## config.mk

```make
export PLATFORM = sky130hd
export DESIGN_NAME = f_pc_ctrl
export DESIGN_NICKNAME = d
export VERILOG_FILES = /design/src/rtl/f_pc_ctrl.sv
export SDC_FILE = /design/constraint.sdc
export NUM_CORES = 1
export LEC_CHECK = 0
export CORE_ASPECT_RATIO = 2
export CORE_MARGIN = 2
export CORE_UTILIZATION = 40
export CTS_CLUSTER_SIZE = 8
export DETAILED_ROUTE_END_ITERATION = 16
export HOLD_SLACK_MARGIN = 0.08
export PLACE_DENSITY = 0.71
export SLEW_MARGIN = 30
export SYNTH_ARGS = -nofsm -noshare
export SYNTH_HDL_FRONTEND = slang
export SYNTH_SLANG_ARGS = --single-unit
```

## constraint.sdc

```tcl
create_clock -name clk -period 2.09 [get_ports clk]
set_input_delay 0.418 -clock clk [delete_from_list [all_inputs] [get_ports clk]]
set_output_delay 0.418 -clock clk [all_outputs]
set_load 0.01 [all_outputs]
```

## src/rtl/f_pc_ctrl.sv

```systemverilog
// Fetch-stage PC sequencer: owns pc_F, the imem request, and buffering of redirects
// that arrive while a fetch is outstanding. Optional macro PC_RANGE_CHECK_EN adds a range check to adel_F.
module f_pc_ctrl #(
  parameter logic [31:0] RESET_PC  = 32'h0000_3000,
  parameter logic [31:0] EXC_ENTRY = 32'h0000_4180
) (
  input  logic        clk,
  input  logic        reset,
  input  logic        stall,
  input  logic        exc_req,
  input  logic        eret,
  input  logic [31:0] epc,
  input  logic        d_redirect,
  input  logic [31:0] d_target,
  input  logic        imem_ack,
  output logic [31:0] pc_F,
  output logic        fetch_req,
  output logic        kill_F,
  output logic        adel_F,
  output logic        pend_F
);

  // Handshake: fetch_req is held high outside reset; the word for pc_F is
  // transferred on an edge where imem_ack=1, and pc_F only moves on such an edge.

  typedef enum logic {
    RUN  = 1'b0,
    PEND = 1'b1
  } state_t;

  // Encoding doubles as priority: a larger value beats a smaller one.
  typedef enum logic [1:0] {
    K_NONE = 2'd0,
    K_DRED = 2'd1,
    K_ERET = 2'd2,
    K_EXC  = 2'd3
  } kind_t;

  state_t      state, state_next;
  kind_t       slot_kind, slot_kind_next;
  logic [31:0] slot_target, slot_target_next;
  logic [31:0] pc_next;

  kind_t       ev_kind;
  logic [31:0] ev_target;
  kind_t       win_kind;
  logic [31:0] win_target;

  // Same-cycle event arbitration; stall only masks the D-stage redirect.
  always_comb begin
    ev_kind   = K_NONE;
    ev_target = 32'h0;
    if (exc_req) begin
      ev_kind   = K_EXC;
      ev_target = EXC_ENTRY;
    end else if (eret) begin
      ev_kind   = K_ERET;
      ev_target = epc;
    end else if (d_redirect && !stall) begin
      ev_kind   = K_DRED;
      ev_target = d_target;
    end
  end

  // Strictly higher priority displaces the slot; ties keep the older entry.
  always_comb begin
    win_kind   = slot_kind;
    win_target = slot_target;
    if (ev_kind > slot_kind) begin
      win_kind   = ev_kind;
      win_target = ev_target;
    end
  end

  always_comb begin
    state_next       = state;
    slot_kind_next   = slot_kind;
    slot_target_next = slot_target;
    pc_next          = pc_F;
    kill_F           = 1'b0;
    unique case (state)
      RUN: begin
        if (imem_ack) begin
          if (ev_kind != K_NONE) begin
            pc_next = ev_target;
            kill_F  = (ev_kind == K_EXC) || (ev_kind == K_ERET);
          end else if (!stall) begin
            pc_next = pc_F + 32'd4;
          end
        end else if (ev_kind != K_NONE) begin
          state_next       = PEND;
          slot_kind_next   = ev_kind;
          slot_target_next = ev_target;
        end
      end
      PEND: begin
        if (imem_ack) begin
          pc_next          = win_target;
          kill_F           = (win_kind == K_EXC) || (win_kind == K_ERET);
          state_next       = RUN;
          slot_kind_next   = K_NONE;
          slot_target_next = 32'h0;
        end else begin
          slot_kind_next   = win_kind;
          slot_target_next = win_target;
        end
      end
      default: begin
        state_next = RUN;
      end
    endcase
  end

  always_ff @(posedge clk or posedge reset) begin
    if (reset) begin
      state       <= RUN;
      slot_kind   <= K_NONE;
      slot_target <= 32'h0;
      pc_F        <= RESET_PC;
    end else begin
      state       <= state_next;
      slot_kind   <= slot_kind_next;
      slot_target <= slot_target_next;
      pc_F        <= pc_next;
    end
  end

  assign fetch_req = ~reset;
  assign pend_F    = (state == PEND);

`ifdef PC_RANGE_CHECK_EN
  assign adel_F = (pc_F[1:0] != 2'b00) || (pc_F < 32'h0000_3000) || (pc_F > 32'h0000_6FFC);
`else
  assign adel_F = (pc_F[1:0] != 2'b00);
`endif

endmodule

```

==> out/metrics.sh <==
GP_CONGESTION=0.947
REPORT.FINAL.SETUP_VIOL=1
DIE_X_UM=81.8
FINISH.NET_COUNT=845
SYNTHARSTFLOPSHARE_PCT=100
HOLD_PATH_CLASS='register to register'
DETAIL_ROUTE.ITER0.VIOLATIONS=594
TIGHTESTPINTRANSITION_PS=539
POST-ROUTE-PERIOD-UTIL_PCT=101
N_ANTENNA_CELL=0
VIOLATIONS='negative setup slack'
FINAL_ANTENNA_NET_COUNT=0
FINALCOREUTILIZATION_PCT=64.0
TRITONCTS.NUM_BUFFERS=9
I_O_PINS=107
CTS_HOLD_REPAIR.BUFFERS=0
SETUP-TNS-FINAL_PS=-11.4
TRITONCTS_NUM_SINKS=67
PORT-BUFFER-COUNT=106
POWER-PER-CELL-AREA_mW_PER_MM2=684
INSERTION_DELAY_PS=340
CP_SLOWEST_STAGE_DELAY_PS=550
FINALHOLDVIOLATIONS=0
POWER.IR.VDD_WORST_uV=543
PLACE_AREA_MM2=0.00707
FINALMAXSLEWVIOLATIONS=0
TIMING.CRITICAL_PATH.REQUIRED_PS=1670
POST-ROUTE-DRC-COUNT=0
MAPPEDNETLISTNETS=629
SYNTH_LARGEST_TYPE_AREA_FRACTION_PCT=33.6
NUMBER_OF_BUFFER_AND_INVERTER_STAGES_ON_THE_CRITICAL_PATH=3
TIMING.FINAL.WS_SETUP_PS=-11.4
CLKTRANSATPATHREGS_PS=50
PATH_COMMON_CELL='sky130_fd_sc_hd__clkdlybuf4s50_1'
TIMING.CRITICAL_PATH.ARRIVAL_PS=1680
ROWS=56
GRT_ANTENNA_BEFORE_REPAIR=0
GRT_PASS1_VIAS=5837
GRT_FIRST_PASS_WIRELENGTH_MM=31.1
TRITONCTS_CLOCK_TREE='yes'
PATH_CELLS='clkdlybuf4s50_1, clkinvlp_4, clkdlybuf4s50_1'
NON_FILLER_INSTANCES=921
CLOCK.FMAX_MHz=476
WORST_PATH_MAX_DELAY_CELL='sky130_fd_sc_hd__clkdlybuf4s50_1'
DIE_HEIGHT_UM=160
SYNTH-SEQ-AREA-SHARE_PCT=34.7
GRT-OVFL-TOTAL=0
CRIT_PATH_MAX_FANOUT=2
AVGVIACOUNTPERCELL=6.24
HTREE_NUM_LEVELS=3
VIA_COUNT=5745
MAX-CLOCK-PATH-BUFFERS=2
CRITICAL_PATH.TOP_DELAY_FAMILY='buffers and inverters'
SYNTH_LARGEST_AREA_CELL='sky130_fd_sc_hd__dfrtp_1'
SYNTH_TOP_CELLS_BY_AREA='sky130_fd_sc_hd__dfrtp_1, sky130_fd_sc_hd__nand2_1, sky130_fd_sc_hd__a21oi_1'
CRITICAL_PATH_CELL_COUNT=3
SYNTHESIS.AREA_PER_INSTANCE_UM2=8.72
LAYOUT-DRIVE-GT1-SHARE_PCT=29.3
INITIAL_UTIL_PCT=41.1
PLACEABLECOREAREA_MM2=0.0118
FIN_SKEW_PS=7.04
DPL.HPWL_MM=15.1
TIMING.CRITICAL_PATH.TO_TYPE='output port'
SYNTH_TOP_FLOP_CELL='sky130_fd_sc_hd__dfrtp_1'
SYNTH_ENABLE_FLOP_CELLS=0
WORSTSETUPPATHTYPE='input pin to output port'
GRT_MAX_DEGREE=39
FIRST_PASS_ITERS=5
WIRE_PER_INST_UM=21.5
SLEW_HEADROOM_PCT=64.1
CLOCK_TREE.ROOT_CELL='sky130_fd_sc_hd__clkbuf_16'
YOSYS.CELL_TYPES.COUNT=83
WORST_R2R_PATH_DEPTH=6
GRT_SETUP_UNREPAIRED='yes'
CELL_AREA_SYNTH_MM2=0.00484
POST_SYNTH_INST_COUNT=555
REGAREA_MM2=0.00168
STATIC-LEAKAGE-POWER_nW=3.14
MAX-CAP-VIOLATIONS=0
POSTSYNTHREGISTERBITS=67
CRIT_PATH_START_KIND='input pin'
POSTROUTEWIRELENGTH_MM=19.8
FILL_CELLS=1001
PERIOD_MINUS_SLACK_PS=2100
HOLD_WS_PS=498
DP_WORST_SETUP_SLACK_PS=-817
FINALPOWER_mW=5.15
YOSYS_WARNINGS=0
GR-USAGE-ALL-LAYERS_PCT=31.2
RESULT_OF_THE_RUN='finished with violations'
MULTIINPUTGATEAREA_MM2=0.00306
DP_CELLS=895
FP.DIEAREA_MM2=0.0130
HOLD_PATH_DEPTH=1
TOTAL_NON_FILLER_CELL_AREA_IN_THE_FINISHED_LAYOUT_MM2=0.00753
SYNTHTOLAYOUTAREAGROWTH_PCT=55.7
repair_timing:
| item | CTS | global route |
|---|---|---|
| hold endpoints to repair | 0 | 0 |
| endpoints found under the setup margin | 66 | 38 |
| gates cloned | 0 | 1 |
| buffers inserted | 8 | 1 |
| pin swaps | 2 | 11 |
| resized for setup | 19 | 14 |
per-layer routing:
layer  vias up  part of all wire [%]  global-route usage (%)
li1       2593                     -                       -
met1      2794                    38                    37.7
met2       289                    51                    52.4
met4         0                   6.1                    18.1
met5         -                     0                       0
met3        69                   5.1                    2.78
cell usage in the layout (no fill, tap or decap), types with 4 or more instances in the layout:
master,Yosys,routed
sky130_fd_sc_hd__buf_4,6,137
sky130_fd_sc_hd__clkdlybuf4s50_1,0,101
sky130_fd_sc_hd__dfrtp_1,65,63
sky130_fd_sc_hd__nand2_1,54,54
sky130_fd_sc_hd__a21oi_1,34,33
sky130_fd_sc_hd__nor2_1,36,33
sky130_fd_sc_hd__o21ai_0,26,22
sky130_fd_sc_hd__a22oi_1,20,20
sky130_fd_sc_hd__a22o_1,17,17
sky130_fd_sc_hd__o21ai_1,11,15
sky130_fd_sc_hd__mux2i_1,15,15
sky130_fd_sc_hd__inv_1,14,13
sky130_fd_sc_hd__nor3_1,15,12
sky130_fd_sc_hd__nand3_1,12,11
sky130_fd_sc_hd__and3_1,12,10
sky130_fd_sc_hd__o31ai_1,9,9
sky130_fd_sc_hd__clkbuf_16,0,9
sky130_fd_sc_hd__nor4_1,11,8
sky130_fd_sc_hd__a211oi_1,12,8
sky130_fd_sc_hd__nand4_1,8,8
sky130_fd_sc_hd__a211oi_2,3,7
sky130_fd_sc_hd__a31oi_1,7,7
sky130_fd_sc_hd__a311oi_1,9,6
sky130_fd_sc_hd__buf_6,5,6
sky130_fd_sc_hd__o22ai_1,6,5
sky130_fd_sc_hd__or3_1,5,5
sky130_fd_sc_hd__o211ai_1,5,5
sky130_fd_sc_hd__buf_12,0,5
sky130_fd_sc_hd__o2bb2ai_1,4,4
sky130_fd_sc_hd__nand4bb_1,4,4
sky130_fd_sc_hd__and4_1,4,4
sky130_fd_sc_hd__clkinvlp_4,0,4
synth_stat cells (14+ instances only):
cell type / n
sky130_fd_sc_hd__a22oi_1: 20
sky130_fd_sc_hd__nand2_1: 54
sky130_fd_sc_hd__mux2i_1: 15
sky130_fd_sc_hd__dfrtp_1: 65
sky130_fd_sc_hd__inv_1: 14
sky130_fd_sc_hd__a21oi_1: 34
sky130_fd_sc_hd__clkbuf_1: 21
sky130_fd_sc_hd__nor3_1: 15
sky130_fd_sc_hd__nor2_1: 36
sky130_fd_sc_hd__a22o_1: 17
sky130_fd_sc_hd__buf_2: 14
sky130_fd_sc_hd__o21ai_0: 26
path summary, 6_finish.rpt:
| check | from | slack (ps) | endpoint |
|---|---|---|---|
| max in group asynchronous | reset | 850 | pc_F[2]$_DFFE_PP0P_ |
| min reg2reg | slot_target[1]$_DFFE_PP0P_ | 500 | slot_target[1]$_DFFE_PP0P_ |
| max | reset | -10 | fetch_req |
| max reg2reg | pc_F[13]$_DFFE_PP1P_ | 40 | pc_F[23]$_DFFE_PP0P_ |
| min in group asynchronous | reset | 780 | pc_F[19]$_DFFE_PP0P_ |
| min | slot_target[1]$_DFFE_PP0P_ | 500 | slot_target[1]$_DFFE_PP0P_ |
worst reg2reg max path: cells and delay by family (launching register included):
kind | cells | cell delay, ps
simple gates | 3 | 740
flops | 1 | 560
compound gates | 2 | 360
buf+inv | 1 | 280
cells by family (layout without fill, tap and decap cells):
kind of cell | Yosys count | in the layout | share of synthesized area [%]
xor gates and xnor gates | 3 | 3 | 0.543
muxes | 15 | 15 | 3.10
and+or+nand+nor | 190 | 190 | 21.8
AOI/OAI and AO/OA | 213 | 213 | 32.5
adders and majority gates | 3 | 3 | 0.776
DFF | 67 | 67 | 34.7
buffers and inverters | 64 | 285 | 6.60
state kept, by name, summed over array words and instances (netlist names):
register,flops
slot_target,32
pc_F,32
pend_F,1
slot_kind,2
cell type report:
class                   instances  share of cell area (%)
clock buffers                  10                    3.04
flip-flops and latches         67                    22.3
inverters                      14                   0.748
clock inverters                 6                   0.881
repair buffers                255                    30.0
multi-input cells             424                    40.6
well taps                     145                    2.41
power breakdown:
| part | leakage (nW) | internal, mW | total (mW) | switching [mW] |
|---|---|---|---|---|
| Sequential | 0.856 | 1.47 | 1.64 | 0.169 |
| Clock | 0.135 | 0.924 | 1.53 | 0.602 |
| Combinational | 2.15 | 1.02 | 1.98 | 0.962 |
| Total | 3.14 | 3.41 | 5.15 | 1.73 |
No activity file was read; power rests on OpenSTA's default activity.
